**config.mk**
```make
export PLATFORM = sky130hd
export DESIGN_NAME = adder_tree_feeder
export DESIGN_NICKNAME = d
export VERILOG_FILES = /design/src/rtl/adder_tree_pkg.sv /design/src/rtl/adder_tree_latency_pipe.sv /design/src/rtl/adder_tree_feeder.sv
export SDC_FILE = /design/constraint.sdc
export NUM_CORES = 1
export LEC_CHECK = 0
export ABC_AREA = 1
export CORE_MARGIN = 5
export CORE_UTILIZATION = 35
export DETAILED_ROUTE_END_ITERATION = 12
export DONT_BUFFER_PORTS = 1
export PLACE_DENSITY_LB_ADDON = 0.3
export SETUP_SLACK_MARGIN = 0.15
export SYNTH_ARGS = -nofsm -noshare
export SYNTH_HDL_FRONTEND = slang
export SYNTH_SLANG_ARGS = --single-unit
```
**constraint.sdc**
```tcl
create_clock -name clk -period 42.9 [get_ports clk]
set_input_delay 4.29 -clock clk [delete_from_list [all_inputs] [get_ports clk]]
set_output_delay 4.29 -clock clk [all_outputs]
set_load 0.01 [all_outputs]
```
**src/rtl/adder_tree_pkg.sv**
```systemverilog
// Shared types and constants for the 8-lane adder tree and its feeder.
// Latency: n/a (declarations only). Backpressure: n/a.
// Contents: operand/sum widths, lane count, operand_t, sum_t, feeder_state_t.
package adder_tree_pkg;

  localparam int ADDER_WIDTH = 28;
  localparam int LANES       = 8;
  // Three extra bits make an 8-operand unsigned sum exact.
  localparam int SUM_WIDTH   = ADDER_WIDTH + 3;
  localparam int CNT_WIDTH   = 3;
  localparam int TAG_WIDTH   = 4;

  typedef logic [ADDER_WIDTH-1:0] operand_t;
  typedef logic [SUM_WIDTH-1:0]   sum_t;

  typedef enum logic {
    FILL  = 1'b0,
    ISSUE = 1'b1
  } feeder_state_t;

endpackage

```
**src/rtl/adder_tree_latency_pipe.sv**
```systemverilog
// Valid/tag shift register that tracks issued frames through the tree latency.
// Latency: DEPTH edges from in_vld to out_vld; tap is one stage earlier. No backpressure.
// Ports: clk, rst (async high), in_vld/in_tag in; tap_vld, out_vld, out_tag out.
module adder_tree_latency_pipe #(
  parameter int DEPTH = 3,
  parameter int TAG_W = 4
) (
  input  logic             clk,
  input  logic             rst,
  input  logic             in_vld,
  input  logic [TAG_W-1:0] in_tag,
  output logic             tap_vld,
  output logic             out_vld,
  output logic [TAG_W-1:0] out_tag
);

  logic [DEPTH-1:0] vld_q;
  logic [TAG_W-1:0] tag_q [DEPTH];

  always_ff @(posedge clk or posedge rst) begin
    if (rst) begin
      vld_q <= '0;
      for (int i = 0; i < DEPTH; i++) begin
        tag_q[i] <= '0;
      end
    end else begin
      vld_q <= {vld_q[DEPTH-2:0], in_vld};
      // Tags only advance alongside a valid flag, so the last stage holds
      // the most recent frame's tag until the next one arrives.
      if (in_vld) begin
        tag_q[0] <= in_tag;
      end
      for (int i = 1; i < DEPTH; i++) begin
        if (vld_q[i-1]) begin
          tag_q[i] <= tag_q[i-1];
        end
      end
    end
  end

  assign tap_vld = vld_q[DEPTH-2];
  assign out_vld = vld_q[DEPTH-1];
  assign out_tag = tag_q[DEPTH-1];

endmodule

```
**src/rtl/adder_tree_feeder.sv**
```systemverilog
// Packs a serial operand stream into an 8-lane bank, issues it to the adder tree, returns the sum.
// Latency: result pulse TREE_LATENCY+1 cycles after issue. Backpressure: in_ready drops for the one ISSUE cycle per frame.
// Ports: in_valid/in_ready/in_data/in_last stream in; lanes/issue to tree; sum_in from tree; res_valid/res_data/res_lanes out.
module adder_tree_feeder
  import adder_tree_pkg::*;
#(
  parameter int TREE_LATENCY = 2
) (
  input  logic                         clk,
  input  logic                         rst,
  input  logic                         in_valid,
  output logic                         in_ready,
  input  logic [ADDER_WIDTH-1:0]       in_data,
  input  logic                         in_last,
  output logic [LANES*ADDER_WIDTH-1:0] lanes,
  output logic                         issue,
  input  logic [SUM_WIDTH-1:0]         sum_in,
  output logic                         res_valid,
  output logic [SUM_WIDTH-1:0]         res_data,
  output logic [TAG_WIDTH-1:0]         res_lanes
);

  // Results must drain before the next frame can issue (9-cycle minimum
  // frame period), and the counter/tree shape assumes exactly 8 lanes.
  if (TREE_LATENCY < 1 || TREE_LATENCY + 1 >= 9 || LANES != 8) begin : g_bad_cfg
    $error("adder_tree_feeder: unsupported TREE_LATENCY/LANES configuration");
  end

  feeder_state_t state_q, state_d;

  logic [CNT_WIDTH-1:0]         cnt_q;
  operand_t                     fill_bank [LANES];
  logic [LANES*ADDER_WIDTH-1:0] merged;
  logic [TAG_WIDTH-1:0]         frame_cnt_q;
  logic                         xfer;
  logic                         close;
  logic                         tap_vld;

  assign xfer  = in_valid && (state_q == FILL);
  assign close = xfer && ((cnt_q == CNT_WIDTH'(LANES - 1)) || in_last);

  // FSM: state register
  always_ff @(posedge clk or posedge rst) begin
    if (rst) begin
      state_q <= FILL;
    end else begin
      state_q <= state_d;
    end
  end

  // FSM: next state and handshake outputs
  always_comb begin
    state_d  = state_q;
    in_ready = 1'b0;
    issue    = 1'b0;
    case (state_q)
      FILL: begin
        in_ready = 1'b1;
        if (close) begin
          state_d = ISSUE;
        end
      end
      ISSUE: begin
        issue   = 1'b1;
        state_d = FILL;
      end
      default: state_d = FILL;
    endcase
  end

  // Closing bank: earlier lanes from the fill bank, the current word in its
  // slot, everything above forced to zero.
  always_comb begin
    merged = '0;
    for (int k = 0; k < LANES; k++) begin
      if (CNT_WIDTH'(k) < cnt_q) begin
        merged[k*ADDER_WIDTH +: ADDER_WIDTH] = fill_bank[k];
      end else if (CNT_WIDTH'(k) == cnt_q) begin
        merged[k*ADDER_WIDTH +: ADDER_WIDTH] = in_data;
      end
    end
  end

  // Fill bank, lane counter and the bank presented to the tree. lanes only
  // moves on the close edge so the tree always sees a coherent frame.
  always_ff @(posedge clk or posedge rst) begin
    if (rst) begin
      cnt_q       <= '0;
      lanes       <= '0;
      frame_cnt_q <= '0;
      for (int k = 0; k < LANES; k++) begin
        fill_bank[k] <= '0;
      end
    end else if (xfer) begin
      if (close) begin
        lanes       <= merged;
        frame_cnt_q <= {1'b0, cnt_q} + TAG_WIDTH'(1);
        cnt_q       <= '0;
        for (int k = 0; k < LANES; k++) begin
          fill_bank[k] <= '0;
        end
      end else begin
        fill_bank[cnt_q] <= in_data;
        cnt_q            <= cnt_q + CNT_WIDTH'(1);
      end
    end
  end

  adder_tree_latency_pipe #(
    .DEPTH (TREE_LATENCY + 1),
    .TAG_W (TAG_WIDTH)
  ) u_pipe (
    .clk     (clk),
    .rst     (rst),
    .in_vld  (issue),
    .in_tag  (frame_cnt_q),
    .tap_vld (tap_vld),
    .out_vld (res_valid),
    .out_tag (res_lanes)
  );

  // The tap stage marks the last cycle sum_in belongs to this frame.
  always_ff @(posedge clk or posedge rst) begin
    if (rst) begin
      res_data <= '0;
    end else if (tap_vld) begin
      res_data <= sum_in;
    end
  end

endmodule

```
**After elaboration in Yosys (flattened, before gate mapping)**

Index checks and enable logic that the tools add are counted.

- Order comparisons: 10
- $add $sub $neg: 2
- Equal/unequal tests: 8
- Reductions and logical operators: 6
- Mux-type cells: 25
- Bitwise gates (word level): 2

Operator list:

| operator | number |
|---|---|
| $mux W28 | 17 |
| $bwmux W224 | 1 |
| $mux W224 | 1 |
| $demux W28 S3 | 1 |
| $eq A3 B3 Y1 const A | 4 |
| $lt A3 B3 Y1 const A | 4 |
| $eq A2 B3 Y1 const A | 2 |
| $lt A1 B3 Y1 const A | 2 |
| $lt A2 B3 Y1 const A | 2 |
| $add A3 B1 Y4 const B | 1 |
| $ge A4 B4 Y1 const B | 1 |
| $lt A4 B1 Y1 const B | 1 |
| $not A3 Y4 | 1 |
| $add A3 B1 Y3 const B | 1 |
| $eq A1 B3 Y1 const A | 1 |
| $eq A3 B3 Y1 const B | 1 |
| $logic_and A1 B1 Y1 | 3 |
| $logic_not A3 Y1 | 1 |
| $mux W1 | 3 |
| $mux W3 | 1 |
| $pmux W1 S2 | 1 |
| $reduce_and A2 Y1 | 1 |
| $logic_or A1 B1 Y1 | 1 |
| $not A1 Y1 | 1 |

- Input bits: 63
- Output and inout port bits: 262
- Logic and storage cells: 70
- Bits in registers: 502

**Depth between registers and ports, before layout**

Gate-level depths: netlist of run 1.

- Depth after elaboration: 7
- Depth in mapped cells: 10
- Depth with buffers taken out: 9

**Modules after synthesis**

From an unflattened synthesis of run 1, not the netlist that was laid out.

- Cell total of the unflattened synthesis: 2620
- Area total of the unflattened synthesis: 21026.4 um2

Modules (own cells, without submodules):

| module | cells an instance | times used | sequential area each (um2) | area an instance (um2) |
|---|---|---|---|---|
| adder_tree_feeder | 2561 | 1 | 11486.0 | 20470.9 |
| adder_tree_latency_pipe | 59 | 1 | 375.4 | 555.5 |

**Worst setup path before layout of run 1**

OpenSTA, ideal clock, no wires.

- Kind: in2reg
- Start point: in in_last
- End point: reg lanes[168]
- Slack: 37648 ps
- Cell stages on the path: 6
- Required time: 42776 ps
- Arrival: 5128 ps
- Cell sequence: nor2_1 -> nor2_8 -> buf_2 -> buf_2 -> nand3_1 -> nand3_1

- Word-level cells in the longest chain between the ends: 3

RTL lines:

| what | line | source |
|---|---|---|
| start, declared | adder_tree_feeder.sv:14 | `input logic in_last,` |
| $logic_or A1 B1 Y1 | adder_tree_feeder.sv:40 | `assign close = xfer && ((cnt_q == CNT_WIDTH'(LANES - 1)) \|\| in_last);` |
| $logic_and A1 B1 Y1 | adder_tree_feeder.sv:40 |  |
| $reduce_and A2 Y1 (no source line) | -- |  |
| end signal, assigned | adder_tree_feeder.sv:96 | `lanes <= merged;` |
| end, declared | adder_tree_feeder.sv:15 | `output logic [LANES*ADDER_WIDTH-1:0] lanes,` |

No other way between the ends.
A chain may end at the register's enable or synchronous reset.

**Worst setup path in the final report of run 1**

- Start point: in in_last
- End point: reg lanes[173]

The elaborated chain is that of the path after synthesis.

==> impl_table.tex, run 1 <==
\begin{tabular}{lr}
\hline
Metric & Value \\
\hline
\multicolumn{2}{l}{\textbf{Critical path}} \\
\quad CP cell instances & inv\_1 > nand2\_1 > nand2\_8 > buf\_4 > nor2\_2 > nand2\_1 > nand3\_1 \\
\quad Slowest-stage cell, CP & sky130\_fd\_sc\_hd\_\_buf\_4 \\
\quad Critical path buffers and inverters & 2 \\
\quad CP Data Arrival Time & 6.74 ns \\
\quad Kind of launch point of the worst setup path & primary input \\
\quad Worst path most repeated cell & sky130\_fd\_sc\_hd\_\_nand2\_1 \\
\quad CP endpoint kind & flip-flop \\
\quad Worst Setup Path Type & primary input to flip-flop \\
\quad Largest stage delay on the critical path & 0.83 ns \\
\quad Biggest fanout along the worst timing path & 155 \\
\quad Cell type group with the largest total delay on the critical path & simple AND/OR/NAND/NOR gates \\
\quad Flop2flop setup slack & 39.18 ns \\
\quad Worst endpoint required time & 43.36 ns \\
\multicolumn{2}{l}{\textbf{Global routing}} \\
\quad Via count of the first global-routing pass & 16420 \\
\quad Met3 track demand over resource in global routing & 6.361\% \\
\quad Aggregate global routing overflow & 0 \\
\quad Global-route wire length before repair & 104600 um \\
\quad Maximum number of pins on one net before global-route repair & 156 \\
\quad Most congested layer reported by global routing & met2 \\
\quad Global-route usage over all layers & 20.98\% \\
\quad Grt met2 use & 32.55\% \\
\quad Initial antenna violation count & 1 \\
\quad GR Util met1 & 28.31\% \\
\multicolumn{2}{l}{\textbf{Drt}} \\
\quad TritonRoute pass-1 iters & 5 \\
\quad Routed wire per std cell & 21.07 um \\
\quad Count of vias placed by the detailed router & 17090 \\
\quad DR DRC count & 0 \\
\quad DR vias/cell & 5.111 \\
\quad Antenna violation net count after detailed routing & 0 \\
\quad Total routed wirelength & 70430 um \\
\quad Initial DRC Count & 1711 \\
\multicolumn{2}{l}{\textbf{STA}} \\
\quad Final count of pins violating max slew & 0 \\
\quad Worst Max-Slew Pin Slew & 1.245 ns \\
\quad Number of endpoints failing setup at the final stage & 0 \\
\quad Setup TNS & 0 ns \\
\quad Final period util & 14.65\% \\
\quad Setup repair after global routing missed its margin & false \\
\quad Final Skew & 0.02907 ns \\
\quad Minimum clock period after layout & 6.285 ns \\
\quad Count of endpoints failing hold in the final timing report & 0 \\
\quad Headroom to the max-slew limit & 16.79\% \\
\quad Setup slack after layout & 36.62 ns \\
\quad Top achievable clock speed & 159.1 MHz \\
\multicolumn{2}{l}{\textbf{Logic synthesis}} \\
\quad \#FFs+latches synth & 474 \\
\quad Synthesized area divided by synthesized cell count & 8.047 sq um \\
\quad Number of standard cells after synthesis & 2610 \\
\quad Sequential share of the synthesized area & 56.48\% \\
\quad Synthesized net count & 2677 \\
\quad Count of unique library cells instantiated by Yosys & 26 \\
\quad Netlist area before placement & 21000 sq um \\
\quad Count of warnings emitted by yosys & 0 \\
\multicolumn{2}{l}{\textbf{Clock network}} \\
\quad Sinks on Clock Net & 474 \\
\quad Inserted Clock Buffers & 51 \\
\quad Post-CTS Hold Buffers & 0 \\
\quad Clock tree from TritonCTS & built \\
\quad Library cell used as clock root buffer & sky130\_fd\_sc\_hd\_\_clkbuf\_16 \\
\quad H-Tree Level Count & 2 \\
\quad Worst skew pair latency & 0.61 ns \\
\quad Count of cells resized by post-cts repair & 0 \\
\quad Maximum number of buffers from clock root to sink & 3 \\
\quad \# Post-CTS Setup Buffers & 0 \\
\quad Clock Pin Slew Worst Setup and Hold Paths & 0.06 ns \\
\multicolumn{2}{l}{\textbf{Floorplanning}} \\
\quad Die footprint & 65000 sq um \\
\quad Floorplan die height & 255.0 um \\
\quad Number of placement rows & 89 \\
\quad Die span in x & 255.0 um \\
\quad Initial Utilization & 35.45\% \\
\quad Core Box Area & 59240 sq um \\
\quad IO Count & 325 \\
\multicolumn{2}{l}{\textbf{Power}} \\
\quad Power density over the cells & 51.15 nW/um\^{}2 \\
\quad Cell leakage power & 12.01 nW \\
\quad IR Drop Worst-Case VDD & 0.03378 mV \\
\quad Total chip power & 1.188 mW \\
\multicolumn{2}{l}{\textbf{Cells and area}} \\
\quad Count of inserted antenna diode cells & 0 \\
\quad Share of post-route cells with drive strength above 1 & 6.576\% \\
\quad Syn-to-layout area delta & 10.63\% \\
\quad Number of nets in the layout & 2594 \\
\multicolumn{2}{l}{\textbf{Place}} \\
\quad Worst slack at placement & 35.99 ns \\
\quad Port Buffers & 0 \\
\quad HPWL after detailed placement & 46950 um \\
\quad Placer Congestion & 0.8414 \\
\multicolumn{2}{l}{\textbf{Run status}} \\
\quad Outcome & complete, no violations \\
\multicolumn{2}{l}{\textbf{Hold path}} \\
\quad Path category of the worst min-delay check & flip-flop to flip-flop \\
\multicolumn{2}{l}{\textbf{Run}} \\
\quad Number of maximum-capacitance violations & 0 \\
\hline
\end{tabular}
-- metal layers --
| layer | share of wire (%) | wire [um] |
|---|---|---|
| met1 | 42 | 29350 |
| met2 | 45 | 31950 |
| met3 | 9.5 | 6693 |
| met4 | 3.4 | 2425 |
| met5 | 0.018 | 13 |
-- where the power goes --
group	internal, mW	switching, mW	leakage, nW	total, mW
registers	0.504	0.0634	6.40	0.567
logic	0.0436	0.113	4.75	0.157
clock network	0.274	0.191	0.864	0.465
-- kinds of logic after synthesis --
| group | after synthesis | share of synthesized area, % |
|---|---|---|
| AND/OR/NAND/NOR | 1536 | 29.32 |
| flip-flops | 474 | 56.48 |
| buffers and inverters | 321 | 6.440 |
| AO/OA/AOI/OAI | 244 | 5.862 |
| multiplexers | 31 | 1.662 |
| adder cells (fa/ha/maj) | 4 | 0.2383 |
-- metrics by stage --
| stage | hold WS [ns] | utilization, % | instances | instance area (sq um) |
|---|---|---|---|---|
| global placement | 0.4527 | 36.19 | 3247 | 21440 |
| detailed placement | 0.4586 | 36.19 | 3247 | 21440 |
| floorplan | 0.3888 | - | 2610 | 21000 |
| global route | 0.4931 | 39.22 | 3343 | 23230 |
| CTS | 0.4744 | 39.22 | 3343 | 23230 |
| finish | 0.4715 | 39.22 | 3343 | 23230 |
-- worst register-to-register path, stage by stage (launching register included) --
cell                      delay [ns]
sky130_fd_sc_hd__dfrtp_1        0.59
sky130_fd_sc_hd__ha_1           0.31
sky130_fd_sc_hd__ha_1           0.21
sky130_fd_sc_hd__inv_1          0.06
sky130_fd_sc_hd__nand2_1        0.18
sky130_fd_sc_hd__nand2_8        0.75
sky130_fd_sc_hd__buf_4          0.91
sky130_fd_sc_hd__nor2_2         0.34
sky130_fd_sc_hd__nand2_1        0.15
sky130_fd_sc_hd__nand3_1        0.08
-- synth_stat cells (all sizes together) --
cell type  number  area [sq um]
nor2          192         804.5
inv           163         611.8
nand3         223          1116
o22ai           2         12.51
buf           104         536.8
nor3            1         5.000
o21ai         231          1164
nand4           7         43.79
ha              4         50.05
dfrtp         474         11860
a21oi          11         55.05
mux2           31         349.1
clkbuf         54         203.9
nand2        1113          4188
-- flip-flops by register name (all words and copies together), names as in the netlist --
| register | cells |
|---|---|
| u_pipe.tag_q | 8 |
| u_pipe.vld_q | 3 |
| u_pipe.out_tag | 4 |
| lanes | 224 |
| state_q | 1 |
| frame_cnt_q | 4 |
| res_data | 31 |
| fill_bank | 196 |
| cnt_q | 3 |
-- final timing paths --
path                                     start        endpoint  depth (start not counted)
worst min-delay path            fill_bank[100]  fill_bank[100]                          2
worst max register to register        cnt_q[0]      lanes[173]                          9
min in group asynchronous                  rst     res_data[4]                          1
worst min register to register  fill_bank[100]  fill_bank[100]                          2
worst max-delay path                   in_last      lanes[173]                          7
max in group asynchronous                  rst   fill_bank[28]                          3
-- area by class of cell --
type | instances | area [sq um]
Clock buffer | 69 | 1485
Tap cell | 773 | 967.2
Inverter | 163 | 619.3
Multi-Input combinational cell | 1815 | 7815
Fill cell | 5980 | 36010
Clock inverter | 27 | 306.5
Timing Repair Buffer | 22 | 177.7
Sequential cell | 474 | 11860
-- cell usage in the layout, fill, tap and decap left out, drive strengths merged --
cell type | synthesis | final
bufinv | 0 | 5
buf | 104 | 22
clkbuf | 54 | 69
o22ai | 2 | 2
clkinv | 0 | 12
nand2 | 1113 | 1113
nor3 | 1 | 1
inv | 163 | 165
nand4 | 7 | 7
ha | 4 | 4
dfrtp | 474 | 474
nand3 | 223 | 223
nor2 | 192 | 192
clkinvlp | 0 | 8
mux2 | 31 | 31
o21ai | 231 | 231
a21oi | 11 | 11
No activity file was read; power rests on OpenSTA's default activity.
==> run 2, diff against run 1 <==
- clock period: 42.9 -> 5.9 ns (I/O delays scaled with it)
==> impl_table.tex, run 2 (synthesis results as in run 1) <==
\begin{tabular}{lr}
\hline
Metric & Value \\
\hline
\multicolumn{2}{l}{\textbf{Place}} \\
\quad HPWL after detailed placement & 46760 um \\
\quad Placement-stage cell area & 21420 sq um \\
\quad Port Buffers & 0 \\
\quad Placer Congestion & 0.8447 \\
\quad Count of placed standard cells including taps & 3244 \\
\quad Worst slack at placement & 2.061 ns \\
\multicolumn{2}{l}{\textbf{Critical path}} \\
\quad Worst endpoint required time & 6.41 ns \\
\quad Kind of launch point of the worst setup path & flip-flop \\
\quad Worst Setup Path Type & flip-flop to flip-flop \\
\quad CP Data Arrival Time & 4.40 ns \\
\quad Flop2flop setup slack & 2.01 ns \\
\quad CP endpoint kind & flip-flop \\
\quad Biggest fanout along the worst timing path & 72 \\
\multicolumn{2}{l}{\textbf{Cells and area}} \\
\quad Area of all sequential standard cells & 11860 sq um \\
\quad Largest register FFs & 224 \\
\quad Commonest cells after routing, fill and taps aside & sky130\_fd\_sc\_hd\_\_nand2\_1 (1111), sky130\_fd\_sc\_hd\_\_dfrtp\_1 (473), sky130\_fd\_sc\_hd\_\_nand3\_1 (222) \\
\quad Leading cell type in the layout, fill and taps excluded & sky130\_fd\_sc\_hd\_\_nand2\_1 \\
\quad Most flop-heavy register & lanes \\
\quad Share of the core filled with cells & 39.33\% \\
\quad Filler-free cell count of the finished design & 3341 \\
\quad Syn-to-layout area delta & 10.96\% \\
\quad Area of combinational cells with multiple inputs & 7811 sq um \\
\quad Share of post-route cells with drive strength above 1 & 6.233\% \\
\quad Final instance area & 23300 sq um \\
\quad Number of nets in the layout & 2593 \\
\quad Biggest regs & lanes (224), fill\_bank (196), res\_data (31) \\
\quad Fillers & 5992 \\
\multicolumn{2}{l}{\textbf{STA}} \\
\quad Final Skew & 0.02391 ns \\
\quad Number of endpoints failing setup at the final stage & 0 \\
\quad Worst Max-Slew Pin Slew & 1.281 ns \\
\quad Setup repair after global routing missed its margin & false \\
\quad Top achievable clock speed & 256.8 MHz \\
\quad Final period util & 66.00\% \\
\quad Final count of pins violating max slew & 0 \\
\quad Setup slack after layout & 2.006 ns \\
\quad Count of endpoints failing hold in the final timing report & 0 \\
\quad Setup TNS & 0 ns \\
\quad Hold WS & 0.1126 ns \\
\quad Minimum clock period after layout & 3.894 ns \\
\quad Headroom to the max-slew limit & 14.57\% \\
\multicolumn{2}{l}{\textbf{Floorplanning}} \\
\quad Die footprint & 65000 sq um \\
\quad IO Count & 325 \\
\quad Number of placement rows & 89 \\
\quad Floorplan die height & 255.0 um \\
\quad Initial Utilization & 35.45\% \\
\quad Core Box Area & 59240 sq um \\
\quad Die span in x & 255.0 um \\
\multicolumn{2}{l}{\textbf{Drt}} \\
\quad Initial DRC Count & 1647 \\
\quad DR DRC count & 0 \\
\quad Routed wire per std cell & 20.74 um \\
\quad Total routed wirelength & 69300 um \\
\quad DR vias/cell & 5.138 \\
\quad Antenna violation net count after detailed routing & 0 \\
\quad Count of vias placed by the detailed router & 17170 \\
\quad TritonRoute pass-1 iters & 5 \\
\multicolumn{2}{l}{\textbf{Global routing}} \\
\quad Global-route usage over all layers & 20.60\% \\
\quad Maximum number of pins on one net before global-route repair & 192 \\
\quad Initial antenna violation count & 2 \\
\quad Aggregate global routing overflow & 0 \\
\quad Global-route wire length before repair & 103600 um \\
\quad Via count of the first global-routing pass & 16690 \\
\multicolumn{2}{l}{\textbf{Clock network}} \\
\quad \# Post-CTS Setup Buffers & 0 \\
\quad Library cell used as clock root buffer & sky130\_fd\_sc\_hd\_\_clkbuf\_16 \\
\quad Clock Pin Slew Worst Setup and Hold Paths & 0.06 ns \\
\quad Inserted Clock Buffers & 53 \\
\quad Post-CTS Hold Buffers & 0 \\
\quad Worst skew pair latency & 0.61 ns \\
\quad Clock tree from TritonCTS & built \\
\quad Sinks on Clock Net & 474 \\
\quad H-Tree Level Count & 2 \\
\quad Count of cells resized by post-cts repair & 0 \\
\quad Maximum number of buffers from clock root to sink & 3 \\
\multicolumn{2}{l}{\textbf{Power}} \\
\quad Clock network fraction of design power & 40.4\% \\
\quad Fraction of power spent switching nets & 30.03\% \\
\quad Switching power total & 2.636 mW \\
\quad IR Drop Worst-Case VDD & 0.2160 mV \\
\quad Power density over the cells & 376.7 nW/um\^{}2 \\
\quad Total chip power & 8.777 mW \\
\quad Power share of the sequential group & 46.8\% \\
\quad Part of the power in combinational logic & 12.8\% \\
\quad Cell leakage power & 12.05 nW \\
\quad Pint & 6.142 mW \\
\multicolumn{2}{l}{\textbf{Run status}} \\
\quad Outcome & complete, no violations \\
\multicolumn{2}{l}{\textbf{Run}} \\
\quad Number of maximum-capacitance violations & 0 \\
\multicolumn{2}{l}{\textbf{Hold path}} \\
\quad Path category of the worst min-delay check & primary input to async pin \\
\hline
\end{tabular}
## run 2: area by class of cell
class,instances,area share [%]
Inverter,163,2.642
Clock buffer,72,6.384
Clock inverter,24,1.665
Sequential cell,474,50.91
Multi-Input combinational cell,1815,33.52
Tap cell,773,4.151
Timing Repair Buffer,19,0.7195
Antenna cell,1,0.01074
## run 2: worst max-delay path, stage by stage, from the launching register on
cell                      delay, ns
sky130_fd_sc_hd__dfrtp_2       0.37
sky130_fd_sc_hd__buf_4         0.70
sky130_fd_sc_hd__nand2_1       0.95
sky130_fd_sc_hd__nor2_1        0.30
sky130_fd_sc_hd__nand2_1       0.63
sky130_fd_sc_hd__inv_1         0.59
sky130_fd_sc_hd__nand2_1       0.13
sky130_fd_sc_hd__o21ai_0       0.11
## run 2: power by group through the flow
stage	logic (mW)	clock network [mW]	registers [mW]
floorplan	0.880	0	4.03
global placement	1.10	0	4.17
detailed placement	1.13	0	4.18
CTS	1.14	3.61	4.13
global route	1.29	3.76	4.17
finish	1.13	3.54	4.11
## run 2: routing by layer
layer	up-vias	global-route usage, %	part of all wire [%]
met3	119	6.209	9.9
met1	8341	27.28	41
met4	2	6.943	3.2
li1	7989	-	-
met2	716	32.53	46
met5	-	0	0.019
## run 2: worst paths after layout
path                            depth (start not counted)              to      startpoint
worst max-delay path                                    7   fill_bank[47]        cnt_q[2]
max in group asynchronous                               2        lanes[5]             rst
worst min register to register                          2  fill_bank[124]  fill_bank[124]
worst min-delay path                                    1    res_data[27]             rst
min in group clk                                        2  fill_bank[132]     in_data[20]
worst max register to register                          7   fill_bank[47]        cnt_q[2]
==> run 3, diff against run 2 <==
- clock period: 5.9 -> 3.3 ns (I/O delays scaled with it)
==> impl_table.tex, run 3 (synthesis results as in run 1) <==
\begin{tabular}{lr}
\hline
Metric & Value \\
\hline
\multicolumn{2}{l}{\textbf{Run status}} \\
\quad Outcome & complete, no violations \\
\multicolumn{2}{l}{\textbf{Critical path}} \\
\quad Flop2flop setup slack & 0.66 ns \\
\quad R2R Path End & lanes[179] \\
\quad Worst Reg2Reg Path Length in Cells & 8 \\
\quad Critical path buffers and inverters & 1 \\
\quad CP cell instances & ha\_1 > ha\_1 > inv\_1 > nand2\_1 > nand2\_8 > nor2\_2 > nand2\_1 > nand3\_1 \\
\quad Kind of launch point of the worst setup path & flip-flop \\
\quad Worst endpoint required time & 3.82 ns \\
\quad CP endpoint kind & flip-flop \\
\quad Slowest-stage cell, CP & sky130\_fd\_sc\_hd\_\_nor2\_2 \\
\quad Worst flop-to-flop path startpoint & cnt\_q[1] \\
\quad Biggest fanout along the worst timing path & 76 \\
\quad Worst Setup Path Type & flip-flop to flip-flop \\
\quad Largest stage delay on the critical path & 0.67 ns \\
\quad CP Data Arrival Time & 3.16 ns \\
\quad Cell type group with the largest total delay on the critical path & simple AND/OR/NAND/NOR gates \\
\multicolumn{2}{l}{\textbf{Place}} \\
\quad Port Buffers & 0 \\
\quad Placement-stage cell area & 21730 sq um \\
\quad HPWL after detailed placement & 47830 um \\
\quad Placer Congestion & 0.8537 \\
\multicolumn{2}{l}{\textbf{STA}} \\
\quad Final period util & 79.86\% \\
\quad Count of endpoints failing hold in the final timing report & 0 \\
\quad Top achievable clock speed & 379.5 MHz \\
\quad Final count of pins violating max slew & 0 \\
\quad Hold WS & 0.02920 ns \\
\quad Final Skew & 0.02639 ns \\
\quad Headroom to the max-slew limit & 33.27\% \\
\quad Setup repair after global routing missed its margin & false \\
\quad Number of endpoints failing setup at the final stage & 0 \\
\quad Minimum clock period after layout & 2.635 ns \\
\quad Worst Max-Slew Pin Slew & 0.9985 ns \\
\multicolumn{2}{l}{\textbf{Cells and area}} \\
\quad Leading cell type in the layout, fill and taps excluded & sky130\_fd\_sc\_hd\_\_nand2\_1 \\
\quad Share of the core filled with cells & 40.68\% \\
\quad Final instance area & 24100 sq um \\
\quad Largest register FFs & 224 \\
\quad Syn-to-layout area delta & 14.74\% \\
\quad Commonest cells after routing, fill and taps aside & sky130\_fd\_sc\_hd\_\_nand2\_1 (1111), sky130\_fd\_sc\_hd\_\_dfrtp\_1 (473), sky130\_fd\_sc\_hd\_\_nand3\_1 (222) \\
\quad Share of post-route cells with drive strength above 1 & 7.084\% \\
\quad Number of nets in the layout & 2681 \\
\quad Biggest regs & lanes (224), fill\_bank (196), res\_data (31) \\
\quad Most flop-heavy register & lanes \\
\multicolumn{2}{l}{\textbf{Floorplanning}} \\
\quad Number of placement rows & 89 \\
\quad IO Count & 325 \\
\quad Die span in x & 255.0 um \\
\quad Initial Utilization & 35.45\% \\
\quad Floorplan die height & 255.0 um \\
\quad Core Box Area & 59240 sq um \\
\quad Die footprint & 65000 sq um \\
\multicolumn{2}{l}{\textbf{Run}} \\
\quad Number of maximum-capacitance violations & 0 \\
\multicolumn{2}{l}{\textbf{Drt}} \\
\quad Count of vias placed by the detailed router & 17530 \\
\quad Antenna violation net count after detailed routing & 0 \\
\quad Highest signal layer in the routed design & met5 \\
\quad DR DRC count & 0 \\
\quad Met3 WL & 8039 um \\
\quad TritonRoute pass-1 iters & 6 \\
\quad Total routed wire length on the met1 layer & 30710 um \\
\quad DR vias/cell & 5.110 \\
\quad Total routed wirelength & 73070 um \\
\quad Routed wire per std cell & 21.30 um \\
\quad DR WL met2 & 32600 um \\
\quad Initial DRC Count & 1649 \\
\multicolumn{2}{l}{\textbf{Hold path}} \\
\quad Source of the worst hold timing path & in\_data[10] \\
\quad Number of stages on the worst hold path & 4 \\
\quad Worst min-delay path endpoint & lanes[10] \\
\quad Path category of the worst min-delay check & primary input to flip-flop \\
\multicolumn{2}{l}{\textbf{Clock network}} \\
\quad Clock tree from TritonCTS & built \\
\quad Worst skew pair latency & 0.60 ns \\
\quad Clock Pin Slew Worst Setup and Hold Paths & 0.06 ns \\
\quad Inserted Clock Buffers & 52 \\
\quad Library cell used as clock root buffer & sky130\_fd\_sc\_hd\_\_clkbuf\_16 \\
\quad Maximum number of buffers from clock root to sink & 3 \\
\quad Sinks on Clock Net & 474 \\
\quad \# Post-CTS Setup Buffers & 0 \\
\quad H-Tree Level Count & 2 \\
\multicolumn{2}{l}{\textbf{Global routing}} \\
\quad Aggregate global routing overflow & 0 \\
\quad Via count of the first global-routing pass & 16760 \\
\quad Initial antenna violation count & 7 \\
\quad Maximum number of pins on one net before global-route repair & 89 \\
\quad Global-route usage over all layers & 21.76\% \\
\quad Global-route wire length before repair & 108400 um \\
\multicolumn{2}{l}{\textbf{Power}} \\
\quad Power density over the cells & 644.6 nW/um\^{}2 \\
\quad Total chip power & 15.53 mW \\
\quad Cell leakage power & 12.41 nW \\
\quad IR Drop Worst-Case VDD & 0.4478 mV \\
\hline
\end{tabular}
## run 3: per-layer routing
layer  GRT usage, %  up-vias
met5              0        -
met4          5.478        2
met3          6.900       93
met2          33.65      796
met1          30.02     8481
li1               -     8156
## run 3: report_power, final
group | internal, mW | switching [mW] | leakage (nW)
registers | 6.55 | 0.842 | 6.40
clock network | 3.52 | 2.44 | 0.858
logic | 0.659 | 1.53 | 5.15
total | 10.7 | 4.81 | 12.4
## run 3: timing repair
item,in CTS,in global routing
hold endpoints to repair,205,0
hold buffers,61,0
gates resized for setup,0,0
## run 3: metrics by stage
stage          cells  TNS [ns]  setup WS [ns]
6_report        3430         0         0.6647
5_1_grt         3427         0         0.4619
4_1_cts         3427         0         0.6913
3_5_place_dp    3272         0         0.7088
3_3_place_gp    3272         0         0.8366
2_1_floorplan   2610  -1635.68         -3.451
## run 3: tightest hold or removal path, cell delays in order
cell                      delay [ns]
sky130_fd_sc_hd__nand3_1        0.05
sky130_fd_sc_hd__o21ai_0        0.08
sky130_fd_sc_hd__nand2_1        0.07
sky130_fd_sc_hd__nand2_1        0.05
## run 3: area by class of cell
cell class / count / area (sq um)
antenna: 3 / 7.507
tap: 773 / 967.2
clock inverter: 21 / 222.7
multi-input combinational: 1815 / 7811
fill: 5933 / 35150
clock buffer: 73 / 1521
inverter: 163 / 615.6
sequential: 474 / 11860
timing repair buffer: 108 / 1089
## run 3: worst max-delay path by stage
stage                        start    endpoint  slack [ns]  cells after the start
after floorplan                rst    cnt_q[0]       -3.45                      1
after CTS                 cnt_q[1]  lanes[179]        0.69                      8
after detailed placement  cnt_q[1]  lanes[179]        0.71                      8
final                     cnt_q[1]  lanes[179]        0.66                      8
after global routing      cnt_q[1]  lanes[179]        0.46                      8
after global placement    cnt_q[1]  lanes[179]        0.84                      8
